===== src/rtl/mmio_uart_tx.sv =====
// mmio_uart_tx: memory-mapped UART transmitter with a TX FIFO and sticky overflow status.
// Define UART_PARITY_EN to add an even-parity bit between the data bits and the stop bit.
module mmio_uart_tx #(
   parameter logic [15:0] p_BASE_ADDR    = 16'h0400,
   parameter int          p_CLKS_PER_BIT = 16,
   parameter int          p_FIFO_DEPTH   = 4
) (
   input  logic        i_clk,
   input  logic        i_rst,
   input  logic [15:0] i_addr,
   input  logic [15:0] i_wr_data,
   input  logic        i_wr_en,
   output logic [15:0] o_rd_data,
   output logic        o_tx
);
   localparam int AW = $clog2(p_FIFO_DEPTH);
   localparam int CW = AW + 1;
   localparam logic [15:0] status_addr = p_BASE_ADDR + 16'd1;
   localparam logic [15:0] last_tick = 16'(p_CLKS_PER_BIT - 1);
`ifdef UART_PARITY_EN
   typedef enum logic [2:0] {IDLE, START, DATA, PARITY, STOP} state_t;
`else
   typedef enum logic [2:0] {IDLE, START, DATA, STOP} state_t;
`endif
   state_t state, state_n;
   logic [15:0] timer;
   logic [2:0] idx;
   logic [7:0] shreg;
   logic [7:0] mem [p_FIFO_DEPTH];
   logic [AW-1:0] rd_ptr, wr_ptr;
   logic [CW-1:0] count;
   logic overflow, full, empty, tick, pop, push, accept, clr;
   logic unused_hi;
   assign unused_hi = ^i_wr_data[15:8];
   assign full = count == CW'(p_FIFO_DEPTH);
   assign empty = count == '0;
   assign tick = timer == last_tick;
   assign push = i_wr_en && i_addr == p_BASE_ADDR;
   assign clr = i_wr_en && i_addr == status_addr;
   // a full FIFO still takes a byte when the FSM pops in the same cycle
   assign accept = push && (!full || pop);
   assign o_rd_data = i_addr == status_addr ? {12'b0, overflow, state != IDLE, empty, full} : 16'h0000;
   always_comb begin
      state_n = state;
      pop = 1'b0;
      o_tx = 1'b1;
      case (state)
         IDLE: begin
            pop = !empty;
            state_n = empty ? IDLE : START;
         end
         START: begin
            o_tx = 1'b0;
            state_n = tick ? DATA : START;
         end
`ifdef UART_PARITY_EN
         DATA: begin
            o_tx = shreg[idx];
            state_n = (tick && idx == 3'd7) ? PARITY : DATA;
         end
         PARITY: begin
            o_tx = ^shreg;
            state_n = tick ? STOP : PARITY;
         end
`else
         DATA: begin
            o_tx = shreg[idx];
            state_n = (tick && idx == 3'd7) ? STOP : DATA;
         end
`endif
         STOP: begin
            pop = tick && !empty;
            state_n = tick ? (empty ? IDLE : START) : STOP;
         end
         default: state_n = IDLE;
      endcase
   end
   always_ff @(posedge i_clk) begin
      if (i_rst) begin
         state <= IDLE;
         timer <= '0;
         idx <= '0;
         shreg <= '0;
         rd_ptr <= '0;
         wr_ptr <= '0;
         count <= '0;
         overflow <= 1'b0;
      end else begin
         state <= state_n;
         timer <= (state == IDLE || tick) ? '0 : timer + 16'd1;
         idx <= state == DATA ? idx + 3'(tick) : '0;
         shreg <= pop ? mem[rd_ptr] : shreg;
         rd_ptr <= rd_ptr + AW'(pop);
         wr_ptr <= wr_ptr + AW'(accept);
         count <= count + CW'(accept) - CW'(pop);
         overflow <= (push && !accept) ? 1'b1 : clr ? 1'b0 : overflow;
      end
   end
   always_ff @(posedge i_clk) begin
      if (accept && !i_rst) mem[wr_ptr] <= i_wr_data[7:0];
   end
endmodule


===== config.mk =====
export PLATFORM = sky130hd
export DESIGN_NAME = mmio_uart_tx
export DESIGN_NICKNAME = d
export VERILOG_FILES = /design/src/rtl/mmio_uart_tx.sv
export SDC_FILE = /design/constraint.sdc
export NUM_CORES = 1
export LEC_CHECK = 0
export ABC_AREA = 1
export CAP_MARGIN = 20
export CORE_ASPECT_RATIO = 1.75
export CORE_UTILIZATION = 48
export DETAILED_ROUTE_END_ITERATION = 6
export PLACE_DENSITY = 0.73
export SLEW_MARGIN = 20
export SYNTH_ARGS = -nofsm -noshare
export SYNTH_HDL_FRONTEND = slang
export SYNTH_SLANG_ARGS = --single-unit
export TNS_END_PERCENT = 20

===== constraint.sdc =====
create_clock -name i_clk -period 1.95 [get_ports i_clk]
set_input_delay 0.39 -clock i_clk [delete_from_list [all_inputs] [get_ports i_clk]]
set_output_delay 0.39 -clock i_clk [all_outputs]
set_load 0.01 [all_outputs]

## Word-level counts from Yosys, hierarchy flattened

Memory sizes are Yosys's and may differ from the RTL's. A register that Yosys moved wholly into a read port is not among the register bits.
Cells that the tools add are included.

| operators by class | value |
|---|---|
| add/subtract/negate cells | 6 |
| $lt $le $gt $ge | 1 |
| eq/ne operators | 8 |
| multiplexer cells | 14 |
| bitwise gates (word level) | 1 |
| reductions and logical operators | 19 |

Operator list:

| kind | count |
|---|---|
| == test 16 x 11 -> 1 bit (second input constant) | 2 |
| adder 16 x 1 -> 16 bit (second input constant) | 1 |
| == test 16 x 4 -> 1 bit (second input constant) | 1 |
| one-hot mux 2 bit (4 select lines) | 1 |
| logical AND 1 bit | 7 |
| 2-to-1 mux 1 bit | 7 |
| adder 3 x 1 -> 3 bit | 2 |
| == test 3 x 2 -> 1 bit (second input constant) | 2 |
| == test 3 bit (second input constant) | 2 |
| zero test 3 bit | 2 |
| adder 2 x 1 -> 2 bit | 2 |
| zero test 1 bit | 4 |
| less-than comparator 3 x 4 -> 1 bit (second input constant) | 1 |
| 2-to-1 mux 2 bit | 2 |
| 2-to-1 mux 4 bit | 1 |
| one-hot mux 1 bit (2 select lines) | 2 |
| OR reduction 2 bit | 2 |
| binary-select mux 1 bit (select 3 bit) | 1 |
| == test 3 x 1 -> 1 bit (second input constant) | 1 |
| nonzero test 3 bit | 1 |
| subtractor 3 x 1 -> 3 bit | 1 |
| logical OR 1 bit | 2 |
| nonzero test 2 bit | 1 |
| NOT 1 bit | 1 |

| storage, ports and cells | value |
|---|---|
| flip-flop bits (word level) | 30 |
| RAM bits | 32 |
| bits of input ports | 35 |
| output and inout port bits | 17 |
| logic and storage cells | 57 |
| memories | 1 |

Memories:

| name | words | width | rd ports | clocked after memory_dff | write ports | RTL line | source |
|---|---|---|---|---|---|---|---|
| mem | 4 | 8 | 1 | 1 | 1 | 29 | `logic [7:0] mem [p_FIFO_DEPTH];` |

## Longest topological paths before layout

| depth | value |
|---|---|
| word-level depth | 9 |
| mapped depth | 14 |
| mapped depth without buffers | 13 |

## Worst setup path before layout

OpenSTA, ideal clock, no wires.

| timing | value |
|---|---|
| kind | register -> register |
| start | register timer[0] |
| end | register count[2] |
| setup time | 78 ps |
| arrival time | 2085 ps |
| required time | 1872 ps |
| path slack | -212 ps |
| cell stages (with the launch flop) | 15 |
| path buffers | 1 |
| period minus slack after synthesis | 2162 ps |
| cells stage by stage | dfxtp_1 -> ha_1 -> nand3_2 -> nor2_2 -> nand2_2 -> nand2_1 -> nand2_1 -> buf_6 -> nand2_8 -> nand2_2 -> o21ai_2 -> ha_1 -> fa_1 -> and3_1 -> nor3_1 |

| between the ends | value |
|---|---|
| word-level cells in the longest chain between the ends | 7 |

Ends and longest elaborated chain:

| what | RTL line | source |
|---|---|---|
| from (decl) | 26 | `logic [15:0] timer;` |
| from (signal assigned) | 90 | `timer <= (state == IDLE \|\| tick) ? '0 : timer + 16'd1;` |
| == test 16 x 4 -> 1 bit * | 37 | `assign tick = timer == last_tick;` |
| logical AND 1 bit * | 72 | `pop = tick && !empty;` |
| one-hot mux 1 bit (2 select lines) * | 47 | `case (state)` |
| logical OR 1 bit | 41 | `assign accept = push && (!full \|\| pop);` |
| logical AND 1 bit | 41 |  |
| adder 3 x 1 -> 3 bit | 95 | `count <= count + CW'(accept) - CW'(pop);` |
| subtractor 3 x 1 -> 3 bit * | 95 |  |
| to (signal assigned) | 95 |  |
| to (decl) | 31 | `logic [CW-1:0] count;` |

Mark *: on every way between the ends. The rest lies on a longest branch, timed or not.
A chain may end at the register's enable or synchronous reset.

## Worst setup path after layout

| timing | value |
|---|---|
| start | register timer[0] |
| end | register count[1] |

Same word-level chain as after synthesis.

==> run metrics <==
Starting DRT DRC Count=111; Syn. warnings=0; chip width=between 60 and 70 µm; Num CTS Buffers=9; vias in the first global route=roughly 2800; clock slew at reported path FFs=0.05 ns; Top Ports=52; die height=~110 µm; Core Box Area=between 6000 and 7000 µm²; aggregate global-route resource usage=a little under a quarter; top cells by area, synth=edfxtp_1 30%, dfxtp_1 23%, nand2_1 6.7%; Layout Nets=roughly 500; Pins Over Slew Limit=0; Post-Route WL=7830 µm; WP data required=approximately 2.2 ns; share of synthesized flip-flops with an asynchronous set or reset=0%; Crit path arrival time=2.30 ns; Worst Setup SP=timer[0]; largest area contributor in the netlist=edfxtp_1; final setup violation count=5; Clk Tree Root Cell=clkbuf_16; Slew headroom=62.7%; worst-skew pair later-pin latency=0.34 ns; Post-Syn Area=~3200 µm²; CTS tree=yes; Clock Sinks=69; Clock Skew=approximately 0.0060 ns; worst setup slack after layout=-0.122 ns; layout cells sized above 1=around 30%; class of the worst hold path=reg2reg; Leakage=1.84 nW; endpoint type of the worst setup path=flop; Pwr Density=1030 nW/µm²; Starting Density=between 40% and 50%; DR WL/cell=around 14 µm; R2R depth=14; CP startpoint kind=flop; Final Non-Filler Cells=550; PortBufs=31; GRT Residual Overflow=0; largest net degree at the start of global routing=18; CP Class=reg2reg; MaxCap Viol Count=0; failing checks=setup timing; Peak Freq=about 0.48 GHz; deepest clock path buffer count=2; critical path fanouts, max=3; CTS HTree Levels=3; Synth top area share=around 30%; DRC=0; outcome=finished with violations; Hold Vio Cnt, Final=0; ANT nets after route=0; ANT cells=0; first-pass GRT wire length=12100 µm; overall power=4.69 mW; post-placement cell count=516; Mapped Cells=360; Hold Startpoint=shreg[6]; Tightest Pin Transition=~0.56 ns; hold path depth=2; Final HPWL DP=5160 µm; Cell variety after synth=38; syn avg cell area=around 9 µm²; VDD IR max=~670 µV; First-pass DRT Iterations=4; Vias=2799; most common library cells after synthesis=58 x nand2_1, 58 x nor2_1, 37 x dfxtp_1, 37 x inv_1, 32 x edfxtp_1; Synth Flop Type=dfxtp_1; gpl congestion=slightly above 0.9; DIE AREA=a little over 7000 µm²; vias per std cell=just over 5; RSZ-0062 raised after global routing=true; Seq cells post-synth=just under 70; Core Rows=39; initial antenna violation count=0; period utilisation layout=106%; worst r2r src=timer[0]; fin crit period=around 2.1 ns; Util after Layout=approximately 70%; Seq/Total Area, Yosys=between 50% and 60%; P&R area growth vs syn=40.6%; # hold bufs at CTS=0; EDFF count, synth=32
## sequential cells by signal (all words and copies together), names as in the netlist
name,flops
rd_ptr,2
wr_ptr,2
mem,32
timer,16
overflow,1
idx,3
shreg,8
state,2
count,3
## layer usage
layer	up-vias	share of wire, %	wire, µm	track usage [%]
met5	-	0	0	0
met4	0	3.0	236	13.5
met3	18	3.2	249	5.37
met2	53	56	4360	41.5
met1	1344	38	2980	22.1
li1	1384	-	-	-
## critical path: stages, from the launching register on
cell	delay, ns
dfxtp_2	0.35
ha_4	0.15
nand3_4	0.06
nor2_2	0.10
nand2_2	0.08
nand2_2	0.09
nand2_4	0.07
buf_6	0.13
nand2_8	0.05
nand2_4	0.05
o21ai_2	0.12
ha_2	0.20
fa_2	0.43
inv_1	0.06
nor2_1	0.03
## cell usage in the layout (no fill, tap or decap), types with 4 or more instances in the layout
master	n
nor2_2	6
clkbuf_1	4
buf_2	5
nor3_1	9
o22ai_1	9
mux2i_1	9
clkdlybuf4s50_1	10
o21ai_0	13
dfxtp_1	29
dfxtp_2	8
nand2_1	55
clkbuf_16	9
dlygate4sd2_1	6
inv_2	5
inv_1	32
ha_1	5
a21oi_1	21
buf_4	66
nand4_1	6
edfxtp_1	32
conb_1	12
dlymetal6s2s_1	9
nor2_1	50
nand3_1	6
nor3_2	4
## report_power, final
part | switching [mW] | internal, mW
registers | 0.0973 | 1.63
logic | 0.712 | 0.702
clock network | 0.567 | 0.984
## path summary, 6_finish.rpt
check | endpoint | slack (ns)
worst min-delay path | shreg[6] | 0.46
worst min register to register | shreg[6] | 0.46
worst max register to register | count[1] | -0.12
worst max-delay path | count[1] | -0.12
## layout make-up
class                   instances  area (µm²)
well taps                      82         103
fillers                       493        1990
inverters                      37         139
clock inverters                 3        38.8
clock buffers                  13         240
multi-input cells             245        1460
repair buffers                101         850
flip-flops and latches         69        1710
## repair_timing
action,4_1_cts,5_1_grt
endpoints found under the setup margin,7,41
hold endpoints to repair,0,0
pin swaps,19,23
buffers inserted,13,6
resized for setup,49,34
## cell families (layout without fill, tap and decap cells)
family	Yosys count	in the layout	share of synthesized area, %
multiplexers	9	9	2.79
flip-flops	69	69	52.6
AO/OA/AOI/OAI	51	51	8.75
adder cells (fa/ha/maj)	10	10	4.10
other	1	12	0.116
AND/OR/NAND/NOR	159	159	21.9
XOR/XNOR	4	4	1.08
buffers and inverters	57	154	8.59
## metrics by stage
stage	setup WS (ns)	hold slack (ns)	cell area (µm²)	TNS [ns]
after detailed placement	-0.570	0.456	3990	-10.72
after floorplan	-0.100	0.420	3310	-0.186
after CTS	-0.118	0.464	4390	-0.276
after global placement	-0.571	0.452	3990	-10.22
after global routing	-0.204	0.484	4540	-0.788
final	-0.122	0.462	4540	-0.412
Note: power is estimated with default switching activity, not from simulation.
